[config.mk]
export PLATFORM = sky130hd
export DESIGN_NAME = cpu_mem_arbiter
export DESIGN_NICKNAME = d
export VERILOG_FILES = /design/src/rtl/cpu_mem_arbiter.sv
export SDC_FILE = /design/constraint.sdc
export NUM_CORES = 1
export LEC_CHECK = 0
export BUFFER_PORTS_ARGS = -buffer_cell sky130_fd_sc_hd__buf_2
export CAP_MARGIN = 20
export CORE_MARGIN = 4
export CORE_UTILIZATION = 45
export DETAILED_ROUTE_END_ITERATION = 8
export GPL_TIMING_DRIVEN = 0
export MAX_ROUTING_LAYER = met4
export PLACE_DENSITY = 0.87
export SLEW_MARGIN = 5
export SYNTH_ARGS = -nofsm -noshare
export SYNTH_HDL_FRONTEND = slang
export SYNTH_SLANG_ARGS = --single-unit
[constraint.sdc]
create_clock -name clk -period 4.78 [get_ports clk]
set_input_delay 0.239 -clock clk [delete_from_list [all_inputs] [get_ports clk]]
set_output_delay 0.239 -clock clk [all_outputs]
set_load 0.02 [all_outputs]
[src/rtl/cpu_mem_arbiter.sv]
// cpu_mem_arbiter: shares one 32-bit memory port between instruction fetch
// and the data stage with a registered request/ready handshake, a fetch
// starvation guard and a busy timeout.
// Optional stall-cycle counter enabled by defining ARB_PERF_CNT_EN.
module cpu_mem_arbiter #(
  parameter int STARVE_MAX = 4,
  parameter int TIMEOUT    = 255
) (
  input  logic        clk,
  input  logic        rst,
  input  logic        if_req,
  input  logic [31:0] if_addr,
  output logic [31:0] if_rdata,
  output logic        if_ack,
  input  logic        d_req,
  input  logic        d_we,
  input  logic [31:0] d_addr,
  input  logic [31:0] d_wdata,
  output logic [31:0] d_rdata,
  output logic        d_ack,
  output logic        mem_req,
  output logic        mem_we,
  output logic [31:0] mem_addr,
  output logic [31:0] mem_wdata,
  input  logic [31:0] mem_rdata,
  input  logic        mem_ready,
  output logic        cpu_stall,
  output logic        err,
  output logic [31:0] perf_stall
);

  localparam int SW = (STARVE_MAX > 0) ? $clog2(STARVE_MAX + 1) : 1;
  localparam int TW = (TIMEOUT > 1) ? $clog2(TIMEOUT) : 1;
  localparam logic [SW-1:0] STARVE_LIM = SW'(STARVE_MAX);
  // The abort fires on the busy cycle whose increment would reach TIMEOUT.
  localparam logic [TW-1:0] TMO_LAST   = TW'(TIMEOUT - 1);

  typedef enum logic [1:0] {IDLE, FETCH, DATA} state_t;

  state_t          r_state;
  state_t          w_state_nxt;
  logic            w_grant_d;
  logic            w_grant_f;
  logic            w_done;
  logic            w_abort;
  logic            w_busy;
  logic [SW-1:0]   r_starve;
  logic [TW-1:0]   r_tmo;
  logic            r_we;
  logic [31:0]     r_addr;
  logic [31:0]     r_wdata;
  logic            r_if_ack;
  logic            r_d_ack;
  logic [31:0]     r_if_rdata;
  logic [31:0]     r_d_rdata;
  logic            r_err;

  assign w_busy    = (r_state != IDLE);
  assign mem_req   = w_busy;
  assign mem_we    = r_we;
  assign mem_addr  = r_addr;
  assign mem_wdata = r_wdata;
  assign if_ack    = r_if_ack;
  assign d_ack     = r_d_ack;
  assign if_rdata  = r_if_rdata;
  assign d_rdata   = r_d_rdata;
  assign err       = r_err;
  assign cpu_stall = (if_req & ~if_ack) | (d_req & ~d_ack);

  // Next-state logic: arbitration in IDLE (blocked during the ack cycle), completion/abort when busy.
  always_comb begin
    w_state_nxt = r_state;
    w_grant_d   = 1'b0;
    w_grant_f   = 1'b0;
    w_done      = 1'b0;
    w_abort     = 1'b0;
    case (r_state)
      IDLE: begin
        if (!r_if_ack && !r_d_ack) begin
          if (d_req && (!if_req || (r_starve != STARVE_LIM))) begin
            w_grant_d   = 1'b1;
            w_state_nxt = DATA;
          end else if (if_req) begin
            w_grant_f   = 1'b1;
            w_state_nxt = FETCH;
          end
        end
      end
      FETCH, DATA: begin
        if (mem_ready) begin
          w_done      = 1'b1;
          w_state_nxt = IDLE;
        end else if (r_tmo == TMO_LAST) begin
          w_abort     = 1'b1;
          w_state_nxt = IDLE;
        end
      end
      default: w_state_nxt = IDLE;
    endcase
  end

  // State register.
  always_ff @(posedge clk or negedge rst) begin
    if (!rst) r_state <= IDLE;
    else      r_state <= w_state_nxt;
  end

  // Starvation and timeout counters.
  always_ff @(posedge clk or negedge rst) begin
    if (!rst) begin
      r_starve <= '0;
      r_tmo    <= '0;
    end else begin
      if (w_grant_f)
        r_starve <= '0;
      else if (w_grant_d && if_req && (r_starve != STARVE_LIM))
        r_starve <= r_starve + 1'b1;
      if (w_grant_d || w_grant_f)
        r_tmo <= '0;
      else if (w_busy && !mem_ready)
        r_tmo <= r_tmo + 1'b1;
    end
  end

  // Capture the granted requester's access on the grant edge; held for the whole access.
  always_ff @(posedge clk or negedge rst) begin
    if (!rst) begin
      r_we    <= 1'b0;
      r_addr  <= '0;
      r_wdata <= '0;
    end else if (w_grant_d) begin
      r_we    <= d_we;
      r_addr  <= d_addr;
      r_wdata <= d_wdata;
    end else if (w_grant_f) begin
      r_we    <= 1'b0;
      r_addr  <= if_addr;
      r_wdata <= '0;
    end
  end

  // Completion: one-cycle ack/err pulses and registered read data (zero on abort or write).
  always_ff @(posedge clk or negedge rst) begin
    if (!rst) begin
      r_if_ack   <= 1'b0;
      r_d_ack    <= 1'b0;
      r_err      <= 1'b0;
      r_if_rdata <= '0;
      r_d_rdata  <= '0;
    end else begin
      r_if_ack <= (w_done || w_abort) && (r_state == FETCH);
      r_d_ack  <= (w_done || w_abort) && (r_state == DATA);
      r_err    <= w_abort;
      if ((w_done || w_abort) && (r_state == FETCH))
        r_if_rdata <= w_done ? mem_rdata : 32'h0;
      if ((w_done || w_abort) && (r_state == DATA))
        r_d_rdata <= (w_done && !r_we) ? mem_rdata : 32'h0;
    end
  end

`ifdef ARB_PERF_CNT_EN
  logic [31:0] r_perf;

  // Free-running count of stalled cycles, wraps naturally.
  always_ff @(posedge clk or negedge rst) begin
    if (!rst)           r_perf <= '0;
    else if (cpu_stall) r_perf <= r_perf + 32'd1;
  end

  assign perf_stall = r_perf;
`else
  assign perf_stall = 32'h0;
`endif

endmodule

==> results <==
- Clock tree synthesis inserted a total of 17 buffers.
- Walking the worst path, the cells encountered are inv_1 -> ha_1 -> buf_4 -> or3b_1 -> buf_2 -> nor3_2 -> buf_2 -> a22o_1.
- The number of buffers added for setup after CTS is 0.
- The first TritonRoute pass finished after 5 iterations.
- In the synthesized netlist the async set-or-reset flop fraction comes to 100%.
- The area of the die is 17,000 µm².
- The floorplan has 44 rows.
- The initial antenna violation count was 0.
- The number of input and output port buffers inserted is 267.
- Across the run, the number of max-cap violations was 0.
- The remaining global-route overflow is 0.
- In this run the horizontal extent of the chip is 130 µm.
- Summed over all cells, the static leakage comes to 0.00411 µW.
- The type of the worst min-delay path is input port to flip-flop.
- Setup repair after global routing left no endpoint under its margin.
- The area of the placeable core is 14,600 µm².
- The final number of hold-violating endpoints is 0.
- The flow ran to the end, and the final reports show no timing, DRC or antenna violations.
- From synthesis to final layout, the design area changed by 34.3%.
- After detailed placement, the design holds a cell count of 1,094.
- The CTS tree is built.
- Once detail routing completed, the nets flagged for antenna violations numbered 0.
- The distinct cell type count after synthesis is 44.
- At the worst endpoint, the required time is 5.13 ns.
- The post-synthesis instance area is 6740 µm².
- The net count of the finished layout is 1,071.
- Across the routed clock network, the largest skew measured is 0.00921 ns.
- The flip-flop and latch count after synthesis is 145.
- The number of vias in the routed layout is 6,274.
- The depth of the CTS H-tree is 4.
- The fraction of layout cells with a size suffix above 1 is 36.5%.
- The number of enable flip-flop cells after synthesis is 0.
- The count of mapped cells out of synthesis is 611.
- The antenna cell count is 0.
- The actual transition at the worst max-transition pin is 0.708 ns.
- Wires add up to 20,000 µm.
- The synthesized area per cell is 11.0 µm².
- After layout, the worst path uses 48.8% of the clock period.
- The top fanout value on the critical path is 10.
- The type of the worst setup path is flip-flop to flip-flop.
- The fill cell total of the finished layout is 1,232.
- The worst ir drop on vdd is 0.000338 V.
- The sum of negative setup slack is 0 ns.
- Counting stages on the worst path, the most repeated cell is buf_2.
- For this run, the slowest stage of the critical path takes 0.43 ns.
- Setup violations remaining at the end of the flow were counted as 0.
- Setup slack on the worst reg-to-reg path comes out at 2.45 ns.
- The final cell count without fillers is 1,127.
- Power spread over the standard cell area amounts to 670 nW/µm².
- For the worst setup path, the data arrival time is 2.68 ns.
- The final estimated routing congestion in global placement is 0.856.
- The die is 130 µm tall.
- In this run the tightest slew margin relative to its limit is 52.8%.
- For this run, design rule violations remaining after detail routing come to 0.
- At the later pin of the worst-skew pair, clock insertion delay measures 0.41 ns.
- The number of global-route vias before repair was 6,028.
- After clock tree synthesis, the clock-pin slew on the worst setup and hold paths is 0.06 ns.
- The routed via count divided by cell count is 5.57.
- Among all stages on the critical path, the largest delay is contributed by nor3_2.
- The clock passes through at most 2 buffers.
- The clock drives 145 sinks.
- The global-route total usage across every layer is 23.7%.
- Static timing analysis puts the maximum clock frequency at 429 MHz.
- The wire length of the first global-routing pass is 31,100 µm.
- The total count of max-transition violations in the final report is 0.
- The total of hold buffers inserted after clock tree synthesis is 1.
- The primary flip-flop cell chosen by synthesis mapping is dfrtp_1.
- The maximum number of pins on one net before global-route repair is 77.
- The Yosys step of the flow raised 0 warnings.
- The first routing iteration left 404 violations.
- The category of the worst setup path capture point is a flip-flop.
- Summing the sequential cell areas from Yosys gives 53.8% of the chip area.
- The initial utilization of the core area, before any placement, comes to 46.2%.
- In the final routed layout, each cell accounts on average for 17.8 µm.
- The final critical-path required period is 2.33 ns.
- The estimated wirelength of the detail-placed design is 14,600 µm.
- During I/O placement, the number of pins put on the boundary was 300.
- The startpoint class of the critical path is a flip-flop.
- The root buffer cell chosen for the clock tree is clkbuf_16.
- Gates resized during post-CTS repair numbered 0.
## stage by stage
| stage | total power, µW | worst slack [ns] | utilization (%) | hold slack (ns) | area (µm²) |
|---|---|---|---|---|---|
| 3_5_place_dp | 4770 | 2.50 | 58.0 | 0.303 | 8460 |
| 3_3_place_gp | 4690 | 1.41 | 57.7 | 0.462 | 8420 |
| 4_1_cts | 6090 | 2.47 | 62.0 | 0.0332 | 9050 |
| 2_1_floorplan | 3860 | 2.76 | - | -0.0566 | 6860 |
| 6_report | 6070 | 2.45 | 62.0 | 0.0471 | 9050 |
| 5_1_grt | 6430 | 2.33 | 62.0 | 0.0300 | 9050 |
## where the power goes
part	switching (µW)	leakage, µW	total (µW)	internal, µW
Clock	519	0.000279	1300	777
Combinational	1660	0.00224	2790	1130
Sequential	300	0.00159	1980	1680
Total	2470	0.00411	6070	3590
## cells in the final DEF, fill, tap and decap left out, types with 8 or more instances in the layout
master / netlist / routed
buf_2: 5 / 271
a22o_1: 98 / 98
a31oi_1: 32 / 32
conb_1: 1 / 32
nand3_1: 36 / 36
nor4_1: 33 / 33
a21o_1: 65 / 65
dfrtp_1: 145 / 145
o21ai_0: 35 / 35
inv_1: 9 / 9
buf_4: 33 / 33
clkbuf_16: 0 / 17
clkbuf_1: 48 / 49
a21oi_1: 8 / 8
## worst max-delay path, delay by kind of cell (launching register included)
kind            cells  cell delay, ns
compound gates      1            0.17
fa+ha+maj           1            0.14
buf+inv             4            0.77
flops               1            0.42
simple gates        2            0.77
## worst paths after layout
path | to | startpoint | cells after the start
worst max-delay path | mem_wdata[5] | r_state[1] | 8
worst min-delay path | mem_wdata[3] | d_wdata[3] | 2
worst max register to register | mem_wdata[5] | r_state[1] | 8
worst min register to register | mem_wdata[15] | mem_wdata[15] | 1
max in group asynchronous | r_tmo[4] | rst | 3
min in group asynchronous | if_rdata[6] | rst | 2
## cells by family (layout without fill, tap and decap cells)
| family | count (synthesis) | in the layout | share of synthesized area [%] |
|---|---|---|---|
| mux | 1 | 1 | 0.167 |
| other cells | 1 | 32 | 0.0556 |
| xor+xnor | 2 | 2 | 0.260 |
| simple gates | 104 | 104 | 8.98 |
| fa+ha+maj | 7 | 7 | 1.30 |
| compound gates | 251 | 251 | 27.6 |
| buf+inv | 100 | 401 | 7.83 |
| flops | 145 | 145 | 53.8 |
## cells in the mapped netlist, types with 2 or more instances
cell type	instances	share of area [%]
dfrtp_1	145	54
a22o_1	98	13
a21o_1	65	7.2
clkbuf_1	48	2.7
nand3_1	36	2.7
o21ai_0	35	2.6
buf_4	33	3.7
nor4_1	33	3.1
a31oi_1	32	3.0
inv_1	9	0.50
a21oi_1	8	0.59
ha_1	7	1.3
nor2_1	7	0.39
buf_2	5	0.37
nand2_1	5	0.28
or3_1	4	0.37
and3_1	3	0.28
buf_6	3	0.50
o211ai_1	3	0.33
buf_1	2	0.11
nand4bb_1	2	0.33
nor3b_1	2	0.22
o21ai_1	2	0.15
o31ai_1	2	0.22
or4_1	2	0.22
xnor2_1	2	0.26
## registers in the layout (all words and copies together) (netlist names)
register / flops
d_rdata: 32
if_rdata: 32
mem_addr: 32
mem_wdata: 32
r_tmo: 8
r_starve: 3
r_state: 2
d_ack: 1
err: 1
if_ack: 1
mem_we: 1
## layer usage
layer	wire length [µm]	up-vias	track usage (%)	part of all wire [%]
met5	0	-	-	0
met4	476	0	7.56	2.4
met3	1210	44	4.59	6.0
met2	10100	259	37.6	50
met1	8240	3063	30.9	41
li1	-	2908	-	-
## layout make-up
cell class / count / area, µm² / area share [%]
clock inverter: 10 / 101 / 1.12
clock buffer: 22 / 484 / 5.35
sequential: 145 / 3630 / 40.1
timing repair buffer: 269 / 1380 / 15.2
inverter: 9 / 33.8 / 0.373
multi-input combinational: 397 / 2700 / 29.8
buffer: 91 / 494 / 5.46
tap: 184 / 230 / 2.54
(Power assumes the default switching activity.)
